`src/rtl/axi_fifo_stream_reader.sv`:
```
// rtl/axi_fifo_stream_reader.sv - FIFO read-side drain engine to an AXI4-Stream master with burst tlast
module axi_fifo_stream_reader #(
  parameter int DATA_WIDTH = 32,
  parameter int BURST_LEN  = 16
) (
  input  logic                  i_clk,
  input  logic                  i_rst,
  input  logic                  i_enable,
  input  logic                  i_fifo_empty,
  output logic                  o_rd_en,
  input  logic [DATA_WIDTH-1:0] i_rd_data,
  output logic                  o_m_axis_tvalid,
  input  logic                  i_m_axis_tready,
  output logic [DATA_WIDTH-1:0] o_m_axis_tdata,
  output logic                  o_m_axis_tlast,
  output logic [7:0]            o_beat_cnt,
  output logic                  o_burst_done
);

  localparam logic [7:0] LAST_IDX = 8'(BURST_LEN - 1);

  logic [DATA_WIDTH-1:0] buf_mem [3];
  logic [1:0]            wr_ptr;
  logic [1:0]            rd_ptr;
  logic [1:0]            occ;
  logic                  inflight;
  logic [7:0]            beat_cnt;
  logic                  burst_done;
  logic [2:0]            credit_used;
  logic                  push;
  logic                  pop;

  function automatic logic [1:0] ptr_inc(input logic [1:0] p);
    return (p == 2'd2) ? 2'd0 : p + 2'd1;
  endfunction

  // Credits count both buffered beats and the word still in the read pipeline.
  assign credit_used     = {1'b0, occ} + {2'b00, inflight};
  assign o_rd_en         = ~i_rst & i_enable & ~i_fifo_empty & (credit_used < 3'd3);
  assign push            = inflight;
  assign o_m_axis_tvalid = (occ != 2'd0);
  assign pop             = o_m_axis_tvalid & i_m_axis_tready;
  assign o_m_axis_tdata  = o_m_axis_tvalid ? buf_mem[rd_ptr] : '0;
  assign o_m_axis_tlast  = o_m_axis_tvalid & (beat_cnt == LAST_IDX);
  assign o_beat_cnt      = beat_cnt;
  assign o_burst_done    = burst_done;

  always_ff @(posedge i_clk) begin
    if (!i_rst && push) begin
      buf_mem[wr_ptr] <= i_rd_data;
    end
  end

  always_ff @(posedge i_clk) begin
    if (i_rst) begin
      wr_ptr     <= 2'd0;
      rd_ptr     <= 2'd0;
      occ        <= 2'd0;
      inflight   <= 1'b0;
      beat_cnt   <= 8'd0;
      burst_done <= 1'b0;
    end else begin
      inflight   <= o_rd_en;
      burst_done <= pop & o_m_axis_tlast;
      if (push) begin
        wr_ptr <= ptr_inc(wr_ptr);
      end
      if (pop) begin
        rd_ptr   <= ptr_inc(rd_ptr);
        beat_cnt <= o_m_axis_tlast ? 8'd0 : beat_cnt + 8'd1;
      end
      case ({push, pop})
        2'b10:   occ <= occ + 2'd1;
        2'b01:   occ <= occ - 2'd1;
        default: occ <= occ;
      endcase
    end
  end

  always_ff @(posedge i_clk) begin
    if (!i_rst) begin
      assert (credit_used <= 3'd3);
    end
  end

endmodule

```
`config.mk`:
```
export PLATFORM = sky130hd
export DESIGN_NAME = axi_fifo_stream_reader
export DESIGN_NICKNAME = d
export VERILOG_FILES = /design/src/rtl/axi_fifo_stream_reader.sv
export SDC_FILE = /design/constraint.sdc
export NUM_CORES = 1
export LEC_CHECK = 0
export CORE_MARGIN = 5
export CORE_UTILIZATION = 35
export DETAILED_ROUTE_END_ITERATION = 10
export PLACE_DENSITY_LB_ADDON = 0.12
export SYNTH_ARGS = -nofsm -noshare
export SYNTH_HDL_FRONTEND = slang
export SYNTH_SLANG_ARGS = --single-unit
```
`constraint.sdc`:
```
create_clock -name i_clk -period 6.05 [get_ports i_clk]
set_input_delay 1.21 -clock i_clk [delete_from_list [all_inputs] [get_ports i_clk]]
set_output_delay 1.21 -clock i_clk [all_outputs]
set_load 0.01 [all_outputs]
```
# Word level (Yosys, flattened, before mapping)

Memory sizes are Yosys's and may differ from the RTL's. A register that Yosys moved wholly into a read port is not among the register bits.
Index checks and enable logic that the tools add are counted.
Widths: inputs -> output; s select.

Memory bits (writable): 96
Memories: 1
Register bits: 16
Output and inout bits: 44
Input port bits: 37

Memories:

| memory  | words | width | rd ports | clocked after Yosys merged registers in | wr ports | line | source |
|---|---|---|---|---|---|---|---|
| buf_mem | 3     | 32    | 1        | 1                                       | 1        | 22   | `logic [DATA_WIDTH-1:0] buf_mem [3];` |

Muxes and demuxes: 9
$add $sub $neg: 6
Equality and inequality tests: 5
Bitwise logic cells: 8
Reduce and logical (&&, ||, !) cells: 4
$lt $le $gt $ge: 1

Operators with widths:

| kind                | count |
|---|---|
| $mux 32             | 1 |
| $add 8x1->8 const B | 1 |
| $eq 8x4->1 const B  | 1 |
| $mux 2              | 4 |
| $mux 8              | 1 |
| $add 2x1->2 const B | 3 |
| $and 1x1->1         | 6 |
| $eq 2x2->1 const B  | 3 |
| $pmux 2 s2          | 1 |
| $reduce_bool 2->1   | 2 |
| $add 2x1->3         | 1 |
| $lt 3x2->1 const B  | 1 |
| $eq 2x1->1 const B  | 1 |
| $mux 1              | 2 |
| $not 1->1           | 2 |
| $sub 2x1->2 const B | 1 |
| $logic_and 1x1->1   | 1 |
| $logic_not 1->1     | 1 |

# Depth between registers and ports, before layout

Depth after elaboration: 4
Gate-level depth with buffers: 8

# Least setup slack after synthesis

OpenSTA, ideal clock, no wires.

Path kind: input to register
Start: in i_rst
End: mem buf_mem[1][0], enable pin
Buffers on the path: 0
Data required time: 5582 ps
Setup slack: 1745 ps
Stages: 3
Data arrival time: 3837 ps
Library setup time: 468 ps
Path through: inv_1 -> nand2_1 -> nor3b_1

Cells in the longest elaborated chain, start to end: 4

Ends and longest elaborated chain:

| element                      | line | source |
|---|---|---|
| start, declared              | 7    | `input logic i_rst,` |
| $logic_not 1->1              | -    |  |
| $logic_and 1x1->1            | 49   | `if (!i_rst && push) begin` |
| $mux 1                       | 49   |  |
| $mux 1 (not written as such) | 50   | `buf_mem[wr_ptr] <= i_rd_data;` |
| end, declared                | 22   |  |

Every way passes these cells.

# Worst setup path in the final report

Start: in i_rst
End: out o_rd_en

Cells in the longest elaborated chain, start to end: 4

Ends and longest elaborated chain:

| element                   | line | source |
|---|---|---|
| $not 1->1                 | 39   | `assign o_rd_en = ~i_rst & i_enable & ~i_fifo_empty & (credit_used < 3'd3);` |
| $and 1x1->1 (3 in series) | 39   |  |
| end, declared             | 10   | `output logic o_rd_en,` |

Every way passes these cells.

==> impl_metrics.json <==
{
  "ant_nets": 0,
  "grt_max_degree": 35,
  "fin_worst_skew_ns": 0.0158,
  "fin_tns_setup_ns": 0,
  "tightest_slew_ns": 0.982,
  "period_needed_ns": 4.14,
  "clkLatencyLatePin_ns": 0.40,
  "crit_fanout": 12,
  "clock_sinks": 114,
  "post_cts_resized": 0,
  "peakVddDrop_mv": 0.167,
  "clock_path_buffers": 2,
  "drt-initial-drc-count": 144,
  "grt-ovfl-total": 0,
  "max_freq_mhz": 242,
  "cts_tree": "done",
  "cts-root-buf": "clkbuf_16",
  "syn_area_per_cell_um2": 15.4,
  "fp.dieArea_um2": 15400,
  "cp.arrival_ns": 2.93,
  "wire_per_inst_um": 16.0,
  "ios": 81,
  "place_congestion": 0.755,
  "htree_levels": 4,
  "drv_cap": 0,
  "grt_pass1_vias": 2778,
  "cts_made_buffers": 17,
  "hold_class": "flop to flop",
  "portBuffers": 80,
  "synth_warnings": 0,
  "area_growth_pct": 36.1,
  "yosysSeqAreaShare": 0.712,
  "die_h_um": 124,
  "clkSlewWorstSetupHoldPaths_ns": 0.05,
  "dr.pass1.iters": 4,
  "rsz0062_at_grt": "no",
  "critPathCaptureType": "output pin",
  "yosys-top-cells-area": "edfxtp_1 63%, dfxtp_1 7.9%, mux2i_1 7.0%",
  "hold_violations": 0,
  "synth_seq_cells": 114,
  "die_w_um": 124,
  "grt_pass1_wl_mm": 14.3,
  "yosysTopAreaCellShare": 0.633,
  "viasPerCell": 4.65,
  "dr_total_vias": 2657,
  "wl_mm": 9.14,
  "status": "complete, no violations",
  "syn_area_um2": 4560,
  "hpwl_mm": 5.48,
  "post-route-period-util": 0.684,
  "syn_nets": 336,
  "max_slew_margin": 0.344,
  "syn_inst": 295,
  "holdBufCountCts": 0,
  "cp_data_required_time_ns": 4.84,
  "synth.distinct_cells": 30,
  "yosysTopAreaCell": "edfxtp_1",
  "p_per_area_nw_per_um2": 354,
  "num_rows": 41,
  "start_util": 0.360,
  "design.core.area_um2": 12700,
  "design.final.nets": 427,
  "leakage_nw": 2.01,
  "antenna_found_initial": 0,
  "slew_violations": 0,
  "grtUsageTotal": 0.127,
  "setup_viol_count_final": 0,
  "drive_above_1_share": 0.168,
  "total_power_w": 0.00220,
  "cts_post_setup_buffers_inserted": 0,
  "cp-start-kind": "primary input",
  "drc": 0,
  "path_class": "primary input to output pin"
}
==> registers in the layout, indices dropped and copies added (netlist names), named ones only <==
register,flops
buf_mem,96
inflight,1
o_beat_cnt,8
o_burst_done,1
occ,2
rd_ptr,2
wr_ptr,2
==> path summary, 6_finish.rpt <==
path	slack [ns]	startpoint	endpoint	cells past startpoint
worst max-delay path	1.91	i_rst	o_rd_en	5
worst min-delay path	0.48	rd_ptr[0]$_SDFFE_PP0N_	flop	2
worst max register to register	4.37	occ[0]$_SDFFE_PP0P_	occ[1]$_SDFFE_PP0P_	5
worst min register to register	0.48	rd_ptr[0]$_SDFFE_PP0N_	flop	2
==> worst max-delay path, cell delays in order <==
cell	delay, ns
clkdlybuf4s50_1	0.64
inv_1	0.27
nand3_1	0.12
a21oi_1	0.13
clkdlybuf4s50_1	0.55
==> cell usage in the layout, fill, tap and decap left out, types with 2 or more instances in the layout <==
| cell | n |
|---|---|
| nor3b_2 | 2 |
| xor2_1 | 2 |
| or4_1 | 2 |
| mux2i_1 | 32 |
| clkinv_1 | 6 |
| xnor2_1 | 2 |
| nor2_1 | 38 |
| buf_4 | 6 |
| edfxtp_1 | 96 |
| mux2_2 | 26 |
| o31ai_1 | 2 |
| dfxtp_1 | 16 |
| clkbuf_16 | 17 |
| nand2_1 | 8 |
| clkdlybuf4s50_1 | 80 |
| mux2_1 | 6 |
| inv_1 | 4 |
| clkinv_2 | 3 |
| a21oi_1 | 13 |
| or3_1 | 5 |
| ha_1 | 4 |
| bufinv_16 | 5 |
| nand3_1 | 4 |
| o21ai_0 | 4 |
| dfxtp_2 | 2 |
==> layout make-up <==
class	count	area, um2
fill	1139	6470
sequential	114	3250
multi-input combinational	163	1260
timing repair buffer	86	846
clock buffer	17	425
tap	172	215
clock inverter	15	195
inverter	4	15.0
antenna	1	2.50
==> cells by family (layout without fill, tap and decap cells) <==
group,after synthesis,in the layout,share of synthesized area
AOI/OAI and AO/OA,23,23,0.0313
xor gates and xnor gates,4,4,0.00769
adders and majority gates,4,4,0.0110
buffers and inverters,18,122,0.0170
DFF,114,114,0.712
muxes,64,64,0.149
other,0,1,0
and+or+nand+nor,68,68,0.0717
==> power breakdown <==
| group | switching (W) | leakage, nW | total, W | internal (W) |
|---|---|---|---|---|
| Combinational | 0.000118 | 0.695 | 0.000263 | 0.000145 |
| Sequential | 0.0000273 | 1.01 | 0.000892 | 0.000865 |
| Clock | 0.000322 | 0.301 | 0.00104 | 0.000718 |
==> cells in the mapped netlist (all sizes together) <==
cell type and n:
edfxtp 96, nor2 39, mux2 32, mux2i 32, dfxtp 18, a21oi 13
buf 8, nand2 8, clkbuf 6, nand3 5, o21ai 5, or3 5
ha 4, inv 4, nor3b 3, o31ai 3, or4 3, nor3 2
xnor2 2, xor2 2, and3b 1, nand3b 1, nor4 1, o2111ai 1
o211ai 1
==> stage by stage <==
step	std cells	area, um2	util	hold WS [ns]	worst slack, ns
after floorplan	295	4560	-	0.454	1.75
after global placement	539	5580	0.440	0.467	1.93
after detailed placement	539	5580	0.440	0.472	1.90
after CTS	571	6200	0.489	0.485	1.88
after global routing	571	6200	0.489	0.505	1.78
final	572	6200	0.489	0.481	1.91
==> metal layers <==
metal,track usage,up-vias,share of wire
li1,-,1293,-
met3,0.0468,8,0.058
met1,0.156,1297,0.45
met2,0.203,59,0.48
met5,0,-,0
met4,0.0554,0,0.012
No activity file was read; power rests on OpenSTA's default activity.
